===== config.mk =====
export PLATFORM = sky130hd
export DESIGN_NAME = memory_store_unit
export DESIGN_NICKNAME = d
export VERILOG_FILES = /design/src/rtl/memory_store_unit.sv
export SDC_FILE = /design/constraint.sdc
export NUM_CORES = 1
export LEC_CHECK = 0
export ABC_AREA = 1
export BUFFER_PORTS_ARGS = -buffer_cell sky130_fd_sc_hd__buf_4
export CAP_MARGIN = 30
export CELL_PAD_IN_SITES_DETAIL_PLACEMENT = 1
export CELL_PAD_IN_SITES_GLOBAL_PLACEMENT = 1
export CORE_ASPECT_RATIO = 0.75
export CORE_MARGIN = 2
export CORE_UTILIZATION = 34
export CTS_CLUSTER_DIAMETER = 120
export DETAILED_ROUTE_END_ITERATION = 7
export GPL_ROUTABILITY_DRIVEN = 0
export GPL_TIMING_DRIVEN = 0
export PLACE_DENSITY_LB_ADDON = 0.05
export SYNTH_ARGS = -nofsm -noshare
export SYNTH_HDL_FRONTEND = slang
export SYNTH_SLANG_ARGS = --single-unit

===== constraint.sdc =====
create_clock -name clock -period 1.4 [get_ports clock]
set_input_delay 0.07 -clock clock [delete_from_list [all_inputs] [get_ports clock]]
set_output_delay 0.07 -clock clock [all_outputs]
set_load 0.02 [all_outputs]

===== src/rtl/memory_store_unit.sv =====
// Store unit for the MEM stage: full-word stores are written directly, while
// halfword and byte stores read the target word, merge in the new lane and
// write the result back. busy stalls the pipeline while a store is in flight.
//
// state | meaning
// IDLE  | waiting for storeReq; the request is captured on the accepting edge
// READ  | read strobe issued for the captured word address
// MERGE | read data valid; merged word registered for the write
// WRITE | write strobe issued with done pulse
// ERR   | misaligned request rejected; misaligned pulse, no memory strobes
module memory_store_unit #(
  parameter int ADDR_WIDTH = 10
) (
  input  logic                  clock,
  input  logic                  reset,
  input  logic                  storeReq,
  input  logic [31:0]           address,
  input  logic [31:0]           dataIn,
  input  logic [1:0]            maskLength,
  output logic [ADDR_WIDTH-1:0] memAddr,
  output logic                  memReadEnable,
  input  logic [31:0]           memReadData,
  output logic                  memWriteEnable,
  output logic [31:0]           memWriteData,
  output logic                  busy,
  output logic                  done,
  output logic                  misaligned
);

  typedef enum logic [2:0] {IDLE, READ, MERGE, WRITE, ERR} state_e;

  state_e                state_q;
  logic [1:0]            lane_q;
  logic                  half_q;
  logic [15:0]           data_q;
  logic [ADDR_WIDTH-1:0] mem_addr_q;
  logic                  mem_re_q;
  logic                  mem_we_q;
  logic [31:0]           mem_wdata_q;
  logic                  busy_q;
  logic                  done_q;
  logic                  mis_q;

  logic                  is_word;
  logic                  is_half;
  logic                  bad_align;
  logic [31:0]           merged_d;
  logic                  unused_addr_hi;

  assign unused_addr_hi = ^address[31:ADDR_WIDTH+2];

  // Decode size and alignment of the incoming request; code 3 acts as a word.
  always_comb begin
    is_word   = (maskLength == 2'd0) || (maskLength == 2'd3);
    is_half   = (maskLength == 2'd1);
    bad_align = 1'b0;
    if (is_word)      bad_align = (address[1:0] != 2'b00);
    else if (is_half) bad_align = address[0];
  end

  // Replace only the selected lane of the read word with the captured data.
  always_comb begin
    merged_d = memReadData;
    if (half_q) begin
      if (lane_q[1]) merged_d[31:16] = data_q;
      else           merged_d[15:0]  = data_q;
    end else begin
      case (lane_q)
        2'd0:    merged_d[7:0]   = data_q[7:0];
        2'd1:    merged_d[15:8]  = data_q[7:0];
        2'd2:    merged_d[23:16] = data_q[7:0];
        default: merged_d[31:24] = data_q[7:0];
      endcase
    end
  end

  // Sequencer with registered outputs; strobes and pulses default low each cycle.
  always_ff @(posedge clock or negedge reset) begin
    if (!reset) begin
      state_q     <= IDLE;
      lane_q      <= 2'b00;
      half_q      <= 1'b0;
      data_q      <= 16'h0000;
      mem_addr_q  <= '0;
      mem_re_q    <= 1'b0;
      mem_we_q    <= 1'b0;
      mem_wdata_q <= 32'h0;
      busy_q      <= 1'b0;
      done_q      <= 1'b0;
      mis_q       <= 1'b0;
    end else begin
      mem_re_q    <= 1'b0;
      mem_we_q    <= 1'b0;
      mem_wdata_q <= 32'h0;
      done_q      <= 1'b0;
      mis_q       <= 1'b0;
      case (state_q)
        IDLE: begin
          if (storeReq) begin
            lane_q <= address[1:0];
            half_q <= is_half;
            data_q <= dataIn[15:0];
            busy_q <= 1'b1;
            if (bad_align) begin
              state_q <= ERR;
              mis_q   <= 1'b1;
            end else if (is_word) begin
              state_q     <= WRITE;
              mem_addr_q  <= address[ADDR_WIDTH+1:2];
              mem_we_q    <= 1'b1;
              mem_wdata_q <= dataIn;
              done_q      <= 1'b1;
            end else begin
              state_q    <= READ;
              mem_addr_q <= address[ADDR_WIDTH+1:2];
              mem_re_q   <= 1'b1;
            end
          end
        end
        READ: state_q <= MERGE;
        MERGE: begin
          state_q     <= WRITE;
          mem_we_q    <= 1'b1;
          mem_wdata_q <= merged_d;
          done_q      <= 1'b1;
        end
        WRITE, ERR: begin
          state_q <= IDLE;
          busy_q  <= 1'b0;
        end
        default: begin
          state_q <= IDLE;
          busy_q  <= 1'b0;
        end
      endcase
    end
  end

  assign memAddr        = mem_addr_q;
  assign memReadEnable  = mem_re_q;
  assign memWriteEnable = mem_we_q;
  assign memWriteData   = mem_wdata_q;
  assign busy           = busy_q;
  assign done           = done_q;
  assign misaligned     = mis_q;

endmodule


==> run metrics <==
final max-slew violation count=0; status=finished clean; RSZ-0062 raised after global routing=yes; CP top delay family=simple AND/OR/NAND/NOR gates; cts bufs inserted=9; first-pass GRT wire length=23.0 mm; Die H=95.1 um; remaining antenna violation count=0; post-route cell area=5760 um^2; Crit path arrival time=1.60 ns; layout cells sized above 1=27.7%; sequential area share after synthesis=45.2%; num rows=33; number of global-route vias before repair=4457; H-tree levels=3; crit-path max FO=9; period utilization=96.0%; Worst path slowest cell=dfrtp_1; vias=4225; CTS Buffer Depth=2; final hold violation count=0; cells after synthesis=519; post-layout util=53.1%; Mean Syn Cell Area=7.26 um^2; wire per inst=16.8 um; Max Clock Freq=744 MHz; Post-DP HPWL=9.90 mm; # nets final=807; GRT Util Overall=24.9%; Port Buffers=127; share of Yosys cell area claimed by the top area cell type=45.2%; maximum vdd drop=0.949 mV; area leader, netlist=dfrtp_1; Via density=4.97; CP endpoint kind=flip-flop; worst slack, placed=-0.134 ns; Power Density=2070 nW/um^2; CTS clk-pin slew, worst paths=0.06 ns; ant diodes=0; clk root buf=clkbuf_16; Routed Wire Length=14.3 mm; Initial Utilization=34.7%; synthesized cell area=3770 um^2; die area=11900 um^2; largest cells by area after synthesis=dfrtp_1 45%, nand2_1 21%, nand3_1 12%; post-synth cell types=21; Worst Tran Pin Value=0.928 ns; filler cell count=1367; worst path bufs/invs=2; Final min period=1.34 ns; gr ovfl total=0; Area Overhead vs Synth=53.0%; Die W=126 um; Final setup viols=0; crit-path cells=buf_6, nor2_4, inv_2, a21oi_1, nand3_1, nand2_1; kind of critical path=flip-flop to flip-flop; LEAKAGE=3.09 nW; Fin Clk Skew=0.00663 ns; clock sink count=68; slack of the critical path=0.0560 ns; DR iter-0 viols=164; startpoint types=flip-flop; initial antenna violation count=0; Hold Path Class=primary input to flip-flop; TritonCTS clock tree=built; synthesis-stage register bit count=68; placed cell areas=4890 um^2; CP max stage delay=0.37 ns; DRC violations left=0; Relative slew margins=38.1%; largest net degree at the start of global routing=69; I/O pins=148; 1st-pass router iterations=4; Worst EP required=1.66 ns; core footprint=10900 um^2; Setup Total Neg Slack=0 ns; later-pin clock latency in the skew report=0.34 ns; Synth warnings=0; post-synth net total=621; Max-Cap Viols=0
report_power, final:
group | internal (W) | total, W | switching [W]
Combinational | 0.00234 | 0.00654 | 0.00419
Sequential | 0.00277 | 0.00320 | 0.000423
Clock | 0.00134 | 0.00222 | 0.000876
Total | 0.00646 | 0.0120 | 0.00549
sequential cells by signal, indices dropped and copies added, names as in the netlist:
register       flops
done               1
misaligned         1
lane_q             2
memAddr           10
memReadEnable      1
memWriteData      32
half_q             1
busy               1
state_q            3
data_q            16
layout by cell type, fill, tap and decap left out:
cell / instances
nand3_2: 2
inv_4: 1
o21ai_0: 20
clkbuf_1: 1
buf_4: 138
clkbuf_16: 9
dfrtp_2: 1
buf_6: 6
nand2_4: 4
clkbuf_2: 1
nand3b_1: 2
a21oi_2: 2
clkbuf_8: 3
inv_1: 32
inv_2: 3
dfrtp_1: 67
buf_2: 11
nand2_8: 1
nand3_1: 85
o21ai_1: 4
nor2_1: 18
a21oi_1: 16
clkinvlp_4: 3
clkbuf_4: 1
o211ai_1: 16
nand2_1: 204
buf_8: 2
nand2_2: 3
dlygate4sd3_1: 47
nor2_4: 4
ha_1: 1
clkinv_2: 2
worst register-to-register path, stage by stage, from the launching register on:
cell and delay (ns):
dfrtp_1 0.37, buf_6 0.15, nor2_4 0.23, inv_2 0.14
a21oi_1 0.18, nand3_1 0.09, nand2_1 0.11
area by class of cell:
cell class / instances / area [um^2] / share of cell area (%)
clock buffer: 13 / 270 / 4.69
tap: 140 / 175 / 3.04
inverter: 38 / 150 / 2.61
timing repair buffer: 176 / 1440 / 25.0
clock inverter: 3 / 20.0 / 0.347
sequential: 68 / 1700 / 29.5
multi-input combinational: 382 / 1770 / 30.8
buffer: 30 / 233 / 4.04
metrics by stage:
stage | cells | hold slack [ns] | power (W)
2_1_floorplan | 519 | -0.226 | 0.00691
4_1_cts | 849 | 0.0142 | 0.0118
6_report | 850 | 0.0326 | 0.0120
5_1_grt | 850 | 0.0310 | 0.0129
3_5_place_dp | 786 | 0.266 | 0.00932
3_3_place_gp | 786 | 0.250 | 0.00912
Yosys cell counts (all sizes together):
| master | n |
|---|---|
| clkbuf | 1 |
| inv | 37 |
| nand3 | 87 |
| clkinv | 1 |
| dfrtp | 68 |
| nand2 | 212 |
| buf | 30 |
| nor2 | 22 |
| o211ai | 16 |
| a21oi | 18 |
| o21ai | 24 |
| nand3b | 2 |
| ha | 1 |
timing repair:
action	CTS	global route
pin swaps	0	2
hold buffers	47	0
setup endpoints to repair	19	44
resized for setup	9	21
setup buffers	0	2
hold endpoints to repair	126	0
kinds of logic after synthesis:
group / Yosys count / synth area share (%)
flops: 68 / 45.2
fa+ha+maj: 1 / 0.332
compound gates: 58 / 8.77
buf+inv: 69 / 9.30
simple gates: 323 / 36.4
worst paths after layout:
kind / start / to / slack [ns] / cells past startpoint
worst max register to register: lane_q[1] / memWriteData[5] / 0.06 / 6
worst min-delay path: memReadData[16] / memWriteData[16] / 0.03 / 3
min in group asynchronous: reset / memWriteData[2] / 0.42 / 2
max in group asynchronous: reset / lane_q[0] / 0.33 / 2
worst min register to register: memAddr[7] / memAddr[7] / 0.47 / 2
worst max-delay path: lane_q[1] / memWriteData[5] / 0.06 / 6
routing by layer:
layer | vias up | share of wire, % | track usage [%]
met2 | 123 | 46 | 41.3
met3 | 17 | 6.2 | 5.95
met4 | 0 | 1.7 | 8.89
li1 | 2042 | - | -
met1 | 2043 | 46 | 32.2
met5 | - | 0 | 0
Note: power is estimated with default switching activity, not from simulation.
